<file path="src/rtl/bcd_to_binary_seq.sv">
// bcd_to_binary_seq
//   Sequential BCD-to-binary converter, the inverse of the board's binary->BCD
//   display path. A packed group of BCD digits is folded into an unsigned binary
//   value with multiply-by-10-and-add, one digit per clock, most significant
//   digit first.
//
// Parameters
//   DIGITS  number of BCD digits in bcd_in (>= 1)
//   BIN_W   width of bin_out; must satisfy 2**BIN_W > 10**DIGITS - 1
//
// Ports
//   clk      rising-edge clock
//   rst      synchronous reset, active-high, overrides every other input
//   start    conversion request, only looked at while busy is low
//   bcd_in   packed BCD, top nibble = most significant digit, [3:0] = units
//   busy     conversion in progress
//   done     one-cycle pulse when bin_out/err have just been updated
//   err      last request contained a nibble greater than 9
//   bin_out  binary result, held until the next done pulse

module bcd_to_binary_seq #(
    parameter int DIGITS = 4,
    parameter int BIN_W  = 14
) (
    input  logic                  clk,
    input  logic                  rst,
    input  logic                  start,
    input  logic [4*DIGITS-1:0]   bcd_in,
    output logic                  busy,
    output logic                  done,
    output logic                  err,
    output logic [BIN_W-1:0]      bin_out
);

    localparam int BCD_W = 4 * DIGITS;
    localparam int IDX_W = (DIGITS > 1) ? $clog2(DIGITS) : 1;

    typedef enum logic {
        IDLE,
        CONV
    } state_t;

    state_t             state, state_n;
    logic [BIN_W-1:0]   acc, acc_n;
    logic [IDX_W-1:0]   idx, idx_n;
    logic [BCD_W-1:0]   shreg, shreg_n;
    logic               busy_n;
    logic               done_n;
    logic               err_n;
    logic [BIN_W-1:0]   bin_n;

    logic [3:0]         digit;
    logic [BIN_W-1:0]   mac;
    logic               bad_digit;

    // The latched digits are shifted left each step, so the digit being
    // folded in is always the top nibble of the shift register.
    assign digit = shreg[BCD_W-1 -: 4];

    // acc*10 built from two shifts; BIN_W is sized so this cannot overflow.
    assign mac = (acc << 3) + (acc << 1) + BIN_W'(digit);

    // Any nibble above 9 makes the whole request invalid.
    always_comb begin
        bad_digit = 1'b0;
        for (int i = 0; i < DIGITS; i++) begin
            if (bcd_in[4*i +: 4] > 4'd9) begin
                bad_digit = 1'b1;
            end
        end
    end

    // State and datapath registers; reset returns everything to idle zeros.
    always_ff @(posedge clk) begin
        if (rst) begin
            state   <= IDLE;
            acc     <= '0;
            idx     <= '0;
            shreg   <= '0;
            busy    <= 1'b0;
            done    <= 1'b0;
            err     <= 1'b0;
            bin_out <= '0;
        end else begin
            state   <= state_n;
            acc     <= acc_n;
            idx     <= idx_n;
            shreg   <= shreg_n;
            busy    <= busy_n;
            done    <= done_n;
            err     <= err_n;
            bin_out <= bin_n;
        end
    end

    // Next-state and next-output logic. done defaults low so it can only
    // ever be a single-cycle pulse; err and bin_out default to holding.
    always_comb begin
        state_n = state;
        acc_n   = acc;
        idx_n   = idx;
        shreg_n = shreg;
        busy_n  = busy;
        done_n  = 1'b0;
        err_n   = err;
        bin_n   = bin_out;

        case (state)
            IDLE: begin
                if (start) begin
                    if (bad_digit) begin
                        // Invalid request is answered immediately without
                        // entering CONV.
                        bin_n  = '0;
                        err_n  = 1'b1;
                        done_n = 1'b1;
                    end else begin
                        shreg_n = bcd_in;
                        acc_n   = '0;
                        idx_n   = IDX_W'(DIGITS - 1);
                        err_n   = 1'b0;
                        busy_n  = 1'b1;
                        state_n = CONV;
                    end
                end
            end

            CONV: begin
                acc_n   = mac;
                shreg_n = shreg << 4;
                idx_n   = idx - 1'b1;
                if (idx == '0) begin
                    // Units digit folded in: publish the result.
                    bin_n   = mac;
                    done_n  = 1'b1;
                    busy_n  = 1'b0;
                    state_n = IDLE;
                end
            end

            default: begin
                state_n = IDLE;
            end
        endcase
    end

endmodule

</file>
<file path="config.mk">
export PLATFORM = sky130hd
export DESIGN_NAME = bcd_to_binary_seq
export DESIGN_NICKNAME = d
export VERILOG_FILES = /design/src/rtl/bcd_to_binary_seq.sv
export SDC_FILE = /design/constraint.sdc
export NUM_CORES = 1
export LEC_CHECK = 0
export ABC_CLOCK_PERIOD_IN_PS = 4500
export BUFFER_PORTS_ARGS = -buffer_cell sky130_fd_sc_hd__buf_2
export CAP_MARGIN = 25
export CORE_UTILIZATION = 41
export CTS_CLUSTER_DIAMETER = 60
export DETAILED_ROUTE_END_ITERATION = 12
export SYNTH_ARGS = -nofsm -noshare
export SYNTH_HDL_FRONTEND = slang
export SYNTH_SLANG_ARGS = --single-unit
</file>
<file path="constraint.sdc">
create_clock -name clk -period 4.5 [get_ports clk]
set_input_delay 0.225 -clock clk [delete_from_list [all_inputs] [get_ports clk]]
set_output_delay 0.225 -clock clk [all_outputs]
set_load 0.005 [all_outputs]
</file>
**After elaboration in Yosys (flattened, before gate mapping)**

Cells that the tools add are included.

- Input bits: 19
- Memory bits (writable): 0
- Logic and storage cells: 54
- Output and inout port bits: 17
- Latch bits: 0
- Flip-flop bits (word level): 49
- Memories: 0
- Memory bits (read-only): 0

- Divide/modulo/power cells: 0
- $mul: 0
- Bitwise operators: 1
- Add/sub/neg operators: 3
- Muxes and demuxes: 29
- Shift operators: 0
- Equal/unequal tests: 4
- Order comparisons: 4
- Reduce and logical (&&, ||, !) cells: 5

Operator list:

| cell | count |
|---|---|
| 14-bit 2-to-1 mux | 3 |
| 16-bit 2-to-1 mux | 2 |
| 16-bit one-hot mux with 2 select lines | 1 |
| 14-bit one-hot mux with 2 select lines | 1 |
| 13-bit 2-to-1 mux | 2 |
| 13-bit one-hot mux with 2 select lines | 1 |
| 4-bit greater-than comparator, second input constant | 4 |
| 14-bit adder | 1 |
| 14-bit by 4-bit adder with 14-bit output | 1 |
| 1-bit 2-to-1 mux | 13 |
| 2-bit inequality test, second input constant | 3 |
| 1-bit one-hot mux with 2 select lines | 3 |
| 3-bit AND reduction | 2 |
| 2-bit 2-to-1 mux | 2 |
| 2-bit one-hot mux with 2 select lines | 1 |
| 2-bit AND reduction | 2 |
| 2-bit logical NOT | 1 |
| 2-bit by 1-bit inequality test with 1-bit output, second input constant | 1 |
| 2-bit by 1-bit subtractor with 2-bit output, second input constant | 1 |
| 1-bit inverter | 1 |

**Longest topological paths before layout**

- Depth after elaboration: 8
- Gate-level depth with buffers: 9

**Worst setup path before layout**

Ideal clock, no wire load.

- Path type: register to register
- Start point: register acc[0]
- End point: register bin_out[11]
- Setup time: 0.117 ns
- Slack: 2.105 ns
- Clock period less this slack: 2.395 ns
- Data required time: 4.383 ns
- Arrival: 2.278 ns
- Cell stages (with the launch flop): 10
- Cell sequence: dfxtp_1 -> inv_1 -> fa_1 -> inv_1 -> ha_1 -> a21o_1 -> nand4_1 -> a21oi_1 -> or3_1 -> a32o_1

- Word-level cells in the longest chain between the ends: 4

RTL lines:

| element | RTL line | text |
|---|---|---|
| start, declared | 44 | `logic [BIN_W-1:0] acc, acc_n;` |
| start signal, assigned | 86 | `acc <= acc_n;` |
| 14-bit adder | 61 | `assign mac = (acc << 3) + (acc << 1) + BIN_W'(digit);` |
| 14-bit by 4-bit adder with 14-bit output | 61 |  |
| 14-bit 2-to-1 mux | 132 | `if (idx == '0) begin` |
| 14-bit one-hot mux with 2 select lines | 108 | `case (state)` |
| end signal, assigned | 92 | `bin_out <= bin_n;` |
| end, declared | 32 | `output logic [BIN_W-1:0] bin_out` |

Every way passes these cells. The select of a mux whose other input is x is not followed.
A chain may end at the register's enable or synchronous reset.

**Worst setup path after layout**

- Start point: register acc[0]
- End point: register acc[8]

- Word-level cells in the longest chain between the ends: 3

RTL lines:

| element | RTL line |
|---|---|
| 14-bit adder | 61 |
| 14-bit by 4-bit adder with 14-bit output | 61 |
| 13-bit one-hot mux with 2 select lines | 108 |

Every way passes these cells.

==> flow_metrics.py <==
metrics = {
    "clock_network": {
        "sinks_on_the_clock_net": 49,
        "numCtsBuffers": 5,
        "clk_transition_reported_paths_ns": 0.10,
        "postCtsSetupBuffers": 0,
        "cts_hold_repair.buffers": 0,
        "worst_skew_pair.late_latency_ns": 0.31,
        "cts.path.max_buffers": 2,
        "cts_tree": "built",
        "clock_tree.root_cell": "clkbuf_8",
        "cts_repair_resizes": 0,
        "level_count_of_the_clock_h_tree": 2,
    },
    "power": {
        "worst_ir_drop_vdd_mv": 0.141,
        "clkPwrFrac": 0.387,
        "static_leakage_nw": 1.28,
        "p_int_w": 0.000631,
        "switching_power_w": 0.000213,
        "switching_share": 0.252,
        "power_density_nw_per_um2": 292,
        "pwr-share-seq": 0.532,
        "power_frac_comb": 0.080,
    },
    "hold_path": {
        "min_path_type": "input port to flip-flop",
        "worstHoldStart": "bcd_in[0]",
    },
    "finish": {
        "mostFrequentLayoutCell": "dfxtp_1",
        "num-nets-final": 362,
        "fill_cells": 608,
        "drive_above_1_share": 0.154,
        "area.growth.synth_to_final_pct": 13.0,
        "seq_area_um2": 981,
        "n_antenna_cell": 0,
        "final_cell_mix": "dfxtp_1, buf_2, nor2_1",
        "multiInputGateArea_um2": 1460,
    },
    "critical_path": {
        "worst-endpoint-arrival_ns": 2.90,
        "cp.buffers_inverters": 1,
        "worst_setup_path_endpoint": "acc[8]",
        "worstRegToRegCells": 8,
        "timing.rr.end": "acc[8]",
        "cp_common_cell": "fa_1",
        "worst_path_dominant_cell_family": "adder cells",
        "startpoint": "acc[0]",
        "startpoint_type": "flip-flop",
        "cp_endpoint_kind": "flip-flop",
        "reg2reg_from": "acc[0]",
        "path_class": "flip-flop to flip-flop",
        "critPathMaxStageDelay_ns": 0.53,
        "path_max_fanout": 5,
        "r2r_slack_ns": 1.86,
        "critical_path_cell_count": 8,
        "worstPathRequired_ns": 4.76,
        "crit_chain": "inv_1 -> fa_1 -> fa_1 -> nor2b_1 -> o31a_1 -> o21ai_1 -> a2111oi_0 -> a311o_1",
        "crit_path_top_delay_cell": "fa_1",
    },
    "floorplan": {
        "fp-row-count": 28,
        "start_util": 0.429,
        "pin_count": 36,
        "die_h_um": 81.0,
        "fp.coreArea_um2": 5960,
        "dieWidth_um": 81.0,
        "die_area_um2": 6560,
    },
    "logic_synthesis": {
        "synthArstFlopShare": 0,
        "synth_top_family_by_area": "compound AO/OA/AOI/OAI gates",
        "synth_edf_count": 0,
        "synth_cell_type_count": 48,
        "yosys-mux-area-fraction": 0.00832,
        "synth-adder-area-share": 0.128,
        "yosys_register_bits": 49,
        "seq_area_frac_synth": 0.384,
        "post_synth_and_or_nand_nor_area_fraction": 0.178,
        "syn_nets": 335,
        "postSynthCellCount": 291,
        "synth_compound_area_frac": 0.242,
        "post_synth.cell_area_avg_um2": 8.79,
        "yosys_most_used_dff": "dfxtp_1",
        "synthesis.yosys.warnings": 0,
        "synth.cell_area_um2": 2560,
        "yosys.area_share.xor_xnor": 0.0137,
    },
    "global_routing": {
        "grt_max_degree": 49,
        "grt.total_usage": 0.207,
        "first_global_vias": 2099,
        "grt_first_pass_wirelength_mm": 10.4,
        "global_route.overflow_total": 0,
        "grt_antenna_before_repair": 0,
    },
    "timing": {
        "finalMaxSlewViolations": 0,
        "fin_hold_ws_ns": 0.146,
        "timing_worst_slew_pin_value_ns": 0.958,
        "slew-limit-headroom": 0.361,
        "maxClockFrequency_mhz": 378,
        "timing_hold_violations_final": 0,
        "final.setup_skew_ns": 0.00437,
        "grt_setup_unrepaired": "false",
        "setup_viol": 0,
        "setup_total_negative_slack_ns": 0,
        "final_critical_path_setup_slack_ns": 1.86,
        "min_period_ns": 2.64,
        "final_min_period_over_clock_period": 0.588,
    },
    "routing": {
        "drt-met1-wl_mm": 2.99,
        "detailroute.via_count": 2321,
        "drt_iter0_drc": 195,
        "finalWirelength_mm": 6.30,
        "drt-vias-per-instance": 5.89,
        "topRoutingLayerUsed": "met4",
        "drt_first_pass_iters": 4,
        "met2_wirelength_mm": 2.90,
        "wire_length_on_met3_um": 328,
        "wire_per_inst_um": 16.0,
        "drt_drc_violations_left": 0,
        "remaining_number_of_nets_flagged_by_the_antenna_check_after_routing": 0,
    },
    "job": {
        "timing.max_cap.violations": 0,
    },
    "run_status": {
        "status": "finished, final reports clean",
    },
    "place": {
        "numPortBuffers": 35,
        "dpl.hpwl_mm": 4.44,
        "worst_slack_placed_ns": 1.93,
        "finalWeightedCongestion": 0.863,
    },
}
final cells by class:
| class | count | share of cell area |
|---|---|---|
| tap | 75 | 0.0325 |
| timing repair buffer | 37 | 0.0658 |
| multi-input combinational | 212 | 0.506 |
| clock buffer | 5 | 0.0238 |
| inverter | 13 | 0.0169 |
| sequential | 49 | 0.340 |
| clock inverter | 3 | 0.0152 |
per-layer routing:
metal,global-route usage,up-vias
li1,-,1153
met1,0.283,1085
met2,0.324,75
met3,0.0404,8
met4,0.0696,0
met5,0,-
registers in the layout (all words and copies together), names as in the netlist:
| register | flops |
|---|---|
| idx | 2 |
| acc | 13 |
| state | 1 |
| err | 1 |
| bin_out | 14 |
| done | 1 |
| shreg | 16 |
| busy | 1 |
power by group through the flow:
stage / clock network (W) / registers (W) / logic, W
floorplan: 0 / 0.000455 / 0.0000446
global placement: 0 / 0.000459 / 0.0000679
detailed placement: 0 / 0.000459 / 0.0000682
CTS: 0.000337 / 0.000449 / 0.0000684
global route: 0.000355 / 0.000450 / 0.0000758
finish: 0.000327 / 0.000449 / 0.0000679
cells in the mapped netlist (10+ instances only):
cell / n / area [um2]
a21oi_1: 15 / 75.1
a222oi_1: 12 / 120
a22oi_1: 10 / 75.1
clkbuf_1: 12 / 45.0
dfxtp_1: 49 / 981
ha_1: 23 / 288
inv_1: 12 / 45.0
nand2_1: 19 / 71.3
nand3_1: 15 / 75.1
nor2_1: 34 / 128
o21ai_0: 12 / 60.1
worst min-delay path, cell delays in order:
cell and delay, ns:
buf_2 0.08, a22oi_1 0.05, nor2_1 0.07
cells by family (layout without fill, tap and decap cells):
group,count (synthesis),in the layout
and+or+nand+nor,96,96
AOI/OAI and AO/OA,85,85
DFF,49,49
buffers and inverters,30,58
adders and majority gates,25,25
xor gates and xnor gates,4,4
muxes,2,2
metrics by stage:
step / cells / total power [W] / utilization / cell area (um2)
2_1_floorplan: 291 / 0.000500 / - / 2560
3_3_place_gp: 386 / 0.000527 / 0.466 / 2780
3_5_place_dp: 386 / 0.000527 / 0.466 / 2780
4_1_cts: 394 / 0.000854 / 0.485 / 2890
5_1_grt: 394 / 0.000881 / 0.485 / 2890
6_report: 394 / 0.000843 / 0.485 / 2890
how the worst min path moves through the flow:
| stage | endpoint | slack [ns] | cells after the start |
|---|---|---|---|
| floorplan | shreg[0] | 0.37 | 2 |
| global placement | bin_out[4] | 0.44 | 2 |
| detailed placement | bin_out[2] | 0.44 | 2 |
| finish | shreg[0] | 0.15 | 3 |
| CTS | shreg[0] | 0.14 | 3 |
| global route | shreg[0] | 0.14 | 3 |
(Power assumes the default switching activity.)
